[config.mk]
export PLATFORM = sky130hd
export DESIGN_NAME = pll_reset_sequencer_flat
export DESIGN_NICKNAME = d
export VERILOG_FILES = /design/src/rtl/pll_reset_sequencer_if.sv /design/src/rtl/pll_reset_sequencer.sv /design/src/flat_wrapper.sv
export SDC_FILE = /design/constraint.sdc
export NUM_CORES = 1
export LEC_CHECK = 0
export BUFFER_PORTS_ARGS = -buffer_cell sky130_fd_sc_hd__buf_2
export CORE_ASPECT_RATIO = 1.75
export CORE_MARGIN = 3
export CORE_UTILIZATION = 30
export CTS_BUF_LIST = sky130_fd_sc_hd__clkbuf_4 sky130_fd_sc_hd__clkbuf_8
export CTS_CLUSTER_DIAMETER = 150
export DETAILED_ROUTE_END_ITERATION = 10
export PLACE_DENSITY_LB_ADDON = 0.12
export SYNTH_ARGS = -nofsm -noshare
export SYNTH_HDL_FRONTEND = slang
export SYNTH_SLANG_ARGS = --single-unit
[constraint.sdc]
create_clock -name clk -period 1.9 [get_ports clk]
set_input_delay 0.285 -clock clk [delete_from_list [all_inputs] [get_ports clk]]
set_output_delay 0.285 -clock clk [all_outputs]
set_load 0.05 [all_outputs]
[src/rtl/pll_reset_sequencer_if.sv]
// Signal bundle between the PLL reset sequencer, the IOPLL and the system reset controller.
// The sequencer uses the master modport; the PLL/reset-controller side uses the slave modport.
interface pll_reset_sequencer_if;
    logic       pll_locked;
    logic       sw_restart;
    logic       pll_rst;
    logic       sys_reset;
    logic       fault;
    logic [2:0] seq_state;
    logic [3:0] retry_cnt;
    logic [7:0] lock_loss_cnt;

    modport master (
        input  pll_locked, sw_restart,
        output pll_rst, sys_reset, fault, seq_state, retry_cnt, lock_loss_cnt
    );

    modport slave (
        output pll_locked, sw_restart,
        input  pll_rst, sys_reset, fault, seq_state, retry_cnt, lock_loss_cnt
    );
endinterface

[src/rtl/pll_reset_sequencer.sv]
// Sequences IOPLL reset, waits for a qualified lock with bounded retries, then releases system reset.
// All outputs are registered from next-state so they move on the same edge as the state.
module pll_reset_sequencer #(
    parameter int SYNC_STAGES    = 2,
    parameter int PLL_RST_CYCLES = 16,
    parameter int LOCK_TIMEOUT   = 4096,
    parameter int STABLE_CYCLES  = 256,
    parameter int MAX_RETRIES    = 3
) (
    input  logic                  clk,
    input  logic                  n_reset,
    pll_reset_sequencer_if.master bus
);
    localparam int CNT_MAX = (PLL_RST_CYCLES > LOCK_TIMEOUT)
                           ? ((PLL_RST_CYCLES > STABLE_CYCLES) ? PLL_RST_CYCLES : STABLE_CYCLES)
                           : ((LOCK_TIMEOUT > STABLE_CYCLES) ? LOCK_TIMEOUT : STABLE_CYCLES);
    localparam int CW = (CNT_MAX > 1) ? $clog2(CNT_MAX) : 1;

    localparam logic [CW-1:0] RST_LAST    = CW'(PLL_RST_CYCLES - 1);
    localparam logic [CW-1:0] LOCK_LAST   = CW'(LOCK_TIMEOUT - 1);
    localparam logic [CW-1:0] STABLE_LAST = CW'(STABLE_CYCLES - 1);
    localparam logic [3:0]    RETRY_LAST  = 4'(MAX_RETRIES);

    typedef enum logic [2:0] {
        PLL_RST   = 3'd0,
        WAIT_LOCK = 3'd1,
        STABLE    = 3'd2,
        RUN       = 3'd3,
        FAULT     = 3'd4
    } state_t;

    state_t                 state, state_n;
    logic [CW-1:0]          cnt, cnt_n;
    logic [3:0]             retry, retry_n;
    logic [7:0]             loss, loss_n;
    logic [SYNC_STAGES-1:0] sync_q;
    logic                   lock_s;

    assign lock_s = sync_q[SYNC_STAGES-1];

    always_ff @(posedge clk or negedge n_reset) begin
        if (!n_reset) sync_q <= '0;
        else          sync_q <= {sync_q[SYNC_STAGES-2:0], bus.pll_locked};
    end

    always_ff @(posedge clk or negedge n_reset) begin
        if (!n_reset) begin
            state             <= PLL_RST;
            cnt               <= '0;
            retry             <= '0;
            loss              <= '0;
            bus.pll_rst       <= 1'b1;
            bus.sys_reset     <= 1'b1;
            bus.fault         <= 1'b0;
            bus.seq_state     <= 3'd0;
            bus.retry_cnt     <= 4'd0;
            bus.lock_loss_cnt <= 8'd0;
        end else begin
            state             <= state_n;
            cnt               <= cnt_n;
            retry             <= retry_n;
            loss              <= loss_n;
            bus.pll_rst       <= (state_n == PLL_RST);
            bus.sys_reset     <= (state_n != RUN);
            bus.fault         <= (state_n == FAULT);
            bus.seq_state     <= state_n;
            bus.retry_cnt     <= retry_n;
            bus.lock_loss_cnt <= loss_n;
        end
    end

    always_comb begin
        state_n = state;
        cnt_n   = cnt;
        retry_n = retry;
        loss_n  = loss;
        case (state)
            PLL_RST: begin
                if (cnt == RST_LAST) begin
                    state_n = WAIT_LOCK;
                    cnt_n   = '0;
                end else begin
                    cnt_n = cnt + CW'(1);
                end
            end
            WAIT_LOCK: begin
                if (lock_s) begin
                    state_n = STABLE;
                    cnt_n   = '0;
                end else if (cnt == LOCK_LAST && retry == RETRY_LAST) begin
                    state_n = FAULT;
                    cnt_n   = '0;
                end else if (cnt == LOCK_LAST) begin
                    state_n = PLL_RST;
                    cnt_n   = '0;
                    retry_n = retry + 4'd1;
                end else begin
                    cnt_n = cnt + CW'(1);
                end
            end
            STABLE: begin
                // A lock drop restarts the lock timeout but does not consume a retry.
                if (!lock_s) begin
                    state_n = WAIT_LOCK;
                    cnt_n   = '0;
                end else if (cnt == STABLE_LAST) begin
                    state_n = RUN;
                    cnt_n   = '0;
                end else begin
                    cnt_n = cnt + CW'(1);
                end
            end
            RUN: begin
                if (!lock_s) begin
                    state_n = PLL_RST;
                    cnt_n   = '0;
                    retry_n = '0;
                    loss_n  = (loss == 8'hFF) ? loss : loss + 8'd1;
                end
            end
            FAULT: ;
            default: begin
                state_n = PLL_RST;
                cnt_n   = '0;
            end
        endcase
        // Restart overrides everything except the lock-loss count computed above.
        if (bus.sw_restart) begin
            state_n = PLL_RST;
            cnt_n   = '0;
            retry_n = '0;
        end
    end
endmodule

[src/flat_wrapper.sv]
// flat-port wrapper written by rule: the top's interface ports become plain ports
module pll_reset_sequencer_flat 
#(
    parameter int SYNC_STAGES    = 2,
    parameter int PLL_RST_CYCLES = 16,
    parameter int LOCK_TIMEOUT   = 4096,
    parameter int STABLE_CYCLES  = 256,
    parameter int MAX_RETRIES    = 3
)
  (clk, n_reset, bus_pll_locked, bus_sw_restart, bus_pll_rst, bus_sys_reset, bus_fault, bus_seq_state, bus_retry_cnt, bus_lock_loss_cnt);
  pll_reset_sequencer_if bus_i ();
  input  logic clk;
  input  logic n_reset;
  input wire logic [$bits(bus_i.pll_locked)-1:0] bus_pll_locked;
  input wire logic [$bits(bus_i.sw_restart)-1:0] bus_sw_restart;
  output wire logic [$bits(bus_i.pll_rst)-1:0] bus_pll_rst;
  output wire logic [$bits(bus_i.sys_reset)-1:0] bus_sys_reset;
  output wire logic [$bits(bus_i.fault)-1:0] bus_fault;
  output wire logic [$bits(bus_i.seq_state)-1:0] bus_seq_state;
  output wire logic [$bits(bus_i.retry_cnt)-1:0] bus_retry_cnt;
  output wire logic [$bits(bus_i.lock_loss_cnt)-1:0] bus_lock_loss_cnt;
  assign bus_i.pll_locked = bus_pll_locked;
  assign bus_i.sw_restart = bus_sw_restart;
  assign bus_pll_rst = bus_i.pll_rst;
  assign bus_sys_reset = bus_i.sys_reset;
  assign bus_fault = bus_i.fault;
  assign bus_seq_state = bus_i.seq_state;
  assign bus_retry_cnt = bus_i.retry_cnt;
  assign bus_lock_loss_cnt = bus_i.lock_loss_cnt;
  pll_reset_sequencer #(.SYNC_STAGES(SYNC_STAGES), .PLL_RST_CYCLES(PLL_RST_CYCLES), .LOCK_TIMEOUT(LOCK_TIMEOUT), .STABLE_CYCLES(STABLE_CYCLES), .MAX_RETRIES(MAX_RETRIES)) u_core (.clk(clk), .n_reset(n_reset), .bus(bus_i));
endmodule
==> impl_metrics.csv, run 1 <==
group,metric,value,unit
worst_setup_path,end_kind,"flip-flop",
layout,design_area,2450,sq um
sta,timing.fmax,499,MHz
worst_setup_path,cpPeakStageDelay,0.44,ns
worst_setup_path,r2r-start,"u_core.cnt[8]",
global_route,antenna_found_initial,0,
pwr,power_leakage,1.07,nW
pwr,combPwrFrac,4.8,%
floorplanning,placementRows,35,
worst_setup_path,worstPathArrival,2.21,ns
floorplanning,dieArea,6670,sq um
drt,vias_per_cell,5.11,
clock_network,clockRootBuffer,"clkbuf_8",
yosys,async_flop_share,100,%
pwr,ir_drop,306,uV
layout,final_cells,313,
worst_setup_path,critPathMaxFanout,3,
worst_setup_path,r2r_setup_slack,-0.10,ns
global_route,top_usage_layer,"met2",
sta,period_share,105,%
global_route,grtUsageTotal,14.9,%
layout,mostFrequentLayoutCells,"buf_4, dfrtp_1, nand2_1, buf_2, o21ai_2",
floorplanning,pin_count,22,
sta,skew,0.00858,ns
clock_network,cts_hold_buf,0,
floorplanning,fp.dieH,106,um
flow_run,drv_cap,0,
clock_network,clk_latency,0.29,ns
sta,setup_violations,13,
yosys,synth_edf_count,0,
sta,worst_slack,-0.102,ns
yosys,syn_avg_cell_area,9.43,sq um
sta,finalHoldViolations,0,
clock_network,cts_buffer_depth,2,
drt,drt_iter0_drc,42,
layout,fin_nets,245,
yosys,synthCells,181,
global_route,first_global_vias,1642,
drt,drt-total-wl,4780,um
clock_network,tritoncts,"yes",
global_route,met2_usage,29.9,%
layout,diodes,0,
worst_setup_path,r2r_end,"u_core.bus.seq_state[2]",
global_route,grt_pass1_wl,7860,um
global_route,grt.met3_usage,2.45,%
clock_network,h-tree-depth,2,
floorplanning,die_w,63.0,um
clock_network,cts_buffers,5,
yosys,ys.flop_type,"dfrtp_1",
drt,antenna_left,0,
outcome,violations,"setup timing",
pwr,p_int,1.18,mW
yosys,syn_area,1710,sq um
yosys,ys_seq_area_share,47.1,%
placement,place_area,2140,sq um
global_route,grt_max_degree,33,
layout,layout_commonest_cell,"buf_4",
placement,dp_hpwl,3460,um
worst_setup_path,crit_family,"simple AND/OR/NAND/NOR gates",
worst_setup_path,start_kind,"flip-flop",
outcome,outcome,"finished, violations left",
worst_setup_path,required,2.11,ns
yosys,yosysTopAreaCell,"dfrtp_1",
yosys,synth_area_leaders,"dfrtp_1, nand2_1, xnor2_1",
placement,gp_congestion,0.860,
sta,drv_slew,0,
yosys,ys_types,46,
floorplanning,start_util,31.7,%
pwr,power_density,606,nW/um^2
drt,wl_per_cell,15.3,um
sta,period_needed,2.00,ns
global_route,met1_usage,14.4,%
yosys,ys_seq_elements,32,
pwr,p_clk_share,48.4,%
drt,first_pass_iters,4,
sta,rsz0062_at_grt,"true",
layout,syn_to_final_growth,43.8,%
worst_setup_path,cp_num_cells,6,
sta,max_slew_margin,50.6,%
yosys,ys_warn_count,0,
pwr,power.total,1.49,mW
drt,routed-via-count,1599,
worst_setup_path,rr_worst_depth,6,
floorplanning,core-area,5390,sq um
sta,worstMarginPinSlew,0.741,ns
yosys,synth_top_area_share,44.0,%
yosys,synthesis.nets,188,
global_route,grt_overflow,0,
pwr,share_seq_of_total_power,46.8,%
layout,drive_gt1_share,43.5,%
pwr,p_sw,0.307,mW
sta,finalSetupTns,-0.327,ns
worst_setup_path,crit_chain,"buf_6 > nand4_1 > or3_4 > or4_4 > o31a_1 > nor3_2",
worst_setup_path,slowest_stage,"or4_4",
clock_network,clk_pin_slew,0.07,ns
placement,place_inst,298,
clock_network,clock-sinks,32,
worst_setup_path,critPathKind,"flip-flop to flip-flop",
drt,route.detailed.drc,0,
pwr,sw_frac_of_total,20.7,%
layout,fill_cells,540,
placement,port_buffers,21,
hold_path,hold_class,"input port to async pin",
worst_setup_path,path_buf_inv,1,
area by class of cell:
cell class / instances / area [sq um] / share of cell area, %
multi-input cells: 140 / 1020 / 41.7
flip-flops and latches: 32 / 808 / 32.9
repair buffers: 56 / 392 / 16.0
clock buffers: 7 / 96.3 / 3.92
well taps: 74 / 92.6 / 3.77
clock inverters: 1 / 30.0 / 1.22
inverters: 3 / 11.3 / 0.459
cells by family (layout without fill, tap and decap cells):
logic type                 Yosys count  after routing  share of synthesized area [%]
muxes                                3              3                           1.83
xor gates and xnor gates            10             10                           5.13
AOI/OAI and AO/OA                   37             37                           13.9
adders and majority gates            3              3                           2.20
buffers and inverters                9             67                           2.05
DFF                                 32             32                           47.1
and+or+nand+nor                     87             87                           27.9
flip-flops by register name, summed over array words and instances (netlist names):
name / count
u_core.cnt: 12
u_core.bus.seq_state: 3
u_core.sync_q: 2
u_core.bus.pll_rst: 1
u_core.bus.sys_reset: 1
u_core.bus.lock_loss_cnt: 8
u_core.bus.fault: 1
u_core.bus.retry_cnt: 4
worst register-to-register path, stage by stage, from the launching register on:
cell and delay [ns]:
dfrtp_1 0.39, buf_6 0.12, nand4_1 0.11, or3_4 0.41
or4_4 0.44, o31a_1 0.29, nor3_2 0.16
worst max-delay path by stage:
stage | startpoint | to | slack [ns]
4_1_cts | u_core.cnt[8] | u_core.bus.fault | -0.05
3_5_place_dp | u_core.cnt[9] | u_core.cnt[7] | -0.12
2_1_floorplan | u_core.cnt[8] | u_core.cnt[11] | -0.009
5_1_grt | u_core.cnt[8] | u_core.bus.fault | -0.17
3_3_place_gp | u_core.cnt[8] | u_core.bus.seq_state[2] | -0.05
6_report | u_core.cnt[8] | u_core.bus.seq_state[2] | -0.10
Yosys cell counts (2+ instances only):
library cell and count:
nor3_1 10, nand4_1 5, o31a_1 2, or2_2 2
mux2i_1 2, o21ai_1 5, a21o_1 2, and3_1 4
dfrtp_1 30, nand2b_1 3, ha_1 3, nor2_1 8
a21oi_1 9, xor2_1 3, clkbuf_1 5, o211ai_1 2
or3_1 4, nor3b_1 2, a211o_1 2, or4_1 2
xnor2_1 7, nor4_1 3, nor2b_1 3, nand3_1 9
nand2_1 23, dfstp_2 2, nand3b_1 2, inv_1 3
o21ai_0 7
power by group through the flow:
stage | clock (mW) | sequential, mW | combinational, mW
after floorplan | 0 | 0.711 | 0.0219
final | 0.720 | 0.697 | 0.0715
after detailed placement | 0 | 0.710 | 0.0634
after global routing | 0.766 | 0.697 | 0.0799
after global placement | 0 | 0.709 | 0.0618
after CTS | 0.741 | 0.697 | 0.0638
routing by layer:
layer / vias to the layer above / share of wire, %
li1: 769 / -
met5: - / 0
met1: 788 / 35
met2: 29 / 60
met3: 13 / 2.3
met4: 0 / 2.7
metrics by stage:
step	util, %	setup slack (ns)	hold WS [ns]
2_1_floorplan	-	-0.00884	-0.0106
3_3_place_gp	39.7	-0.0500	0.340
3_5_place_dp	39.7	-0.117	0.338
4_1_cts	43.4	-0.0527	0.0843
5_1_grt	45.6	-0.171	0.0940
6_report	45.6	-0.102	0.0615
repair_timing:
| action | 4_1_cts | 5_1_grt |
|---|---|---|
| resized for setup | 9 | 27 |
| setup endpoints to repair | 15 | 17 |
| cloned | 0 | 1 |
| buffers inserted | 4 | 3 |
| pin swaps | 1 | 10 |
(Power assumes the default switching activity.)
==> inputs of run 2 (changes only) <==
CORE_MARGIN = 5   (was 3)
SETUP_SLACK_MARGIN = 0.4   (was unset)
==> run 2 against run 1 <==
Compared with the run above:
- the run still ends with setup timing left
- global-route usage shrank 0.58 points
- maximum frequency up 4.8%
- die area is 10% higher
- final area grew 2.7%
- sequential share of layout area down 0.55 points
- first-iteration DRC count grew to 2.9 times the previous value
- clock-buffer cell count unchanged
- routed wire length down 1.0%
- total power decreased by 10%
- non-clock buffer count is 3 higher
- largest cell class unchanged
- largest power group is now sequential cells
==> impl_metrics.csv, run 2 (same netlist as run 1, synthesis figures left out) <==
group,metric,value,unit
clock_network,clk_latency,0.29,ns
layout,layout_commonest_cell,"buf_4",
layout,mostFrequentLayoutCells,"buf_4, nand2_1, buf_2, dfrtp_1, dfrtp_2",
clock_network,cts_hold_buf,0,
placement,gp_congestion,0.769,
layout,syn_to_final_growth,47.7,%
global_route,antenna_found_initial,0,
sta,setup_violations,2,
clock_network,cts_buffer_depth,2,
floorplanning,fp.dieH,110,um
drt,route.detailed.drc,0,
sta,max_slew_margin,51.6,%
layout,top_register,"u_core.cnt",
floorplanning,pin_count,22,
sta,worstMarginPinSlew,0.726,ns
global_route,grt_max_degree,33,
pwr,power_density,532,nW/um^2
clock_network,h-tree-depth,2,
layout,diodes,0,
drt,routed-via-count,1613,
flow_run,drv_cap,0,
pwr,power_leakage,1.11,nW
sta,period_needed,1.91,ns
pwr,ir_drop,363,uV
clock_network,tritoncts,"yes",
worst_setup_path,slowest_stage,"or4_4",
worst_setup_path,critPathKind,"flip-flop to flip-flop",
floorplanning,start_util,30.8,%
worst_setup_path,cpPeakStageDelay,0.43,ns
layout,fill_cells,551,
drt,drt-total-wl,4730,um
drt,vias_per_cell,5.07,
floorplanning,placementRows,36,
global_route,grtUsageTotal,14.3,%
worst_setup_path,crit_chain,"ha_4 > nand3_4 > or3_4 > or4_4 > o31a_1 > nor3_1",
floorplanning,dieArea,7360,sq um
drt,wl_per_cell,14.9,um
placement,pre_cts_slack,-0.0530,ns
worst_setup_path,critPathMaxFanout,3,
sta,timing.fmax,524,MHz
sta,worst_slack,-0.00991,ns
worst_setup_path,end_kind,"flip-flop",
placement,port_buffers,21,
global_route,grt_pass1_wl,7930,um
sta,period_share,101,%
sta,finalHoldViolations,0,
hold_path,hold_class,"input port to async pin",
clock_network,clockRootBuffer,"clkbuf_8",
layout,largest_reg_flops,12,
clock_network,clk_pin_slew,0.07,ns
drt,antenna_left,0,
clock_network,cts_buffers,5,
drt,drt_iter0_drc,120,
global_route,grt_overflow,0,
floorplanning,core-area,5540,sq um
global_route,first_global_vias,1673,
outcome,outcome,"finished, violations left",
sta,skew,0.00982,ns
sta,finalSetupTns,-0.0141,ns
floorplanning,die_w,67.0,um
worst_setup_path,start_kind,"flip-flop",
drt,first_pass_iters,4,
outcome,violations,"setup timing",
layout,fin_nets,248,
clock_network,clock-sinks,32,
sta,rsz0062_at_grt,"true",
layout,drive_gt1_share,48.8,%
sta,drv_slew,0,
placement,dp_hpwl,3400,um
worst_setup_path,required,2.11,ns
layout,reg_top3,"u_core.cnt x12, u_core.bus.lock_loss_cnt x8, u_core.bus.retry_cnt x4",
worst_setup_path,worstPathArrival,2.12,ns
run 2: changes by cell type in the layout (fill, tap and decap cells not counted), sizes merged:
cell      previous run  this run
buf                 56        59
clkinvlp             0         1
bufinv               1         0
run 2: layout make-up:
type,count,area (sq um),area share (%)
clock buffer,7,90.1,3.57
clock inverter,1,7.51,0.298
inverter,3,11.3,0.447
multi-input combinational,140,1080,42.8
sequential,32,816,32.4
tap,76,95.1,3.77
timing repair buffer,59,422,16.7
run 2: layer usage:
metal / wire, um / global-route usage (%) / vias to the layer above
met5: 0 / 0 / -
met1: 1810 / 15.2 / 783
li1: - / - / 784
met3: 153 / 2.86 / 15
met2: 2610 / 25.8 / 31
met4: 161 / 7.26 / 0
run 2: per-stage QoR:
| stage | hold slack [ns] | power [mW] | cells | util, % | area [sq um] |
|---|---|---|---|---|---|
| 6_report | 0.0493 | 1.34 | 318 | 45.5 | 2520 |
| 5_1_grt | 0.0993 | 1.40 | 318 | 45.5 | 2520 |
| 4_1_cts | 0.0831 | 1.35 | 317 | 44.9 | 2490 |
| 3_5_place_dp | 0.338 | 0.772 | 298 | 39.6 | 2190 |
| 3_3_place_gp | 0.350 | 0.770 | 298 | 39.6 | 2190 |
| 2_1_floorplan | -0.0106 | 0.734 | 181 | - | 1820 |
run 2: report_power, final:
group | internal (mW) | total (mW) | leakage [nW] | switching [mW]
registers | 0.689 | 0.697 | 0.416 | 0.00812
logic | 0.0286 | 0.0679 | 0.642 | 0.0393
clock network | 0.309 | 0.575 | 0.0479 | 0.266
total | 1.03 | 1.34 | 1.11 | 0.313
run 2: path summary, 6_finish.rpt:
check | startpoint | endpoint | slack (ns) | cells past startpoint
max reg2reg | u_core.cnt[1] | u_core.bus.fault | -0.01 | 6
min in group clk | bus_pll_locked | u_core.sync_q[0] | 0.11 | 1
min | n_reset | u_core.cnt[9] | 0.05 | 1
max | u_core.cnt[1] | u_core.bus.fault | -0.01 | 6
min reg2reg | u_core.sync_q[0] | u_core.sync_q[1] | 0.35 | 0
max in group asynchronous | n_reset | u_core.bus.seq_state[1] | 1.33 | 1
run 2: worst max-delay path: cells and delay by family, from the launching register on:
kind,cells,cell delay (ns)
compound gates,1,0.28
simple gates,4,1.00
flops,1,0.39
fa+ha+maj,1,0.17
run 2: timing repair:
action                                  CTS  global route
gates cloned                              0             0
endpoints found under the setup margin   23            27
setup buffers                            11             1
pin swaps                                10             2
resized for setup                        29             4
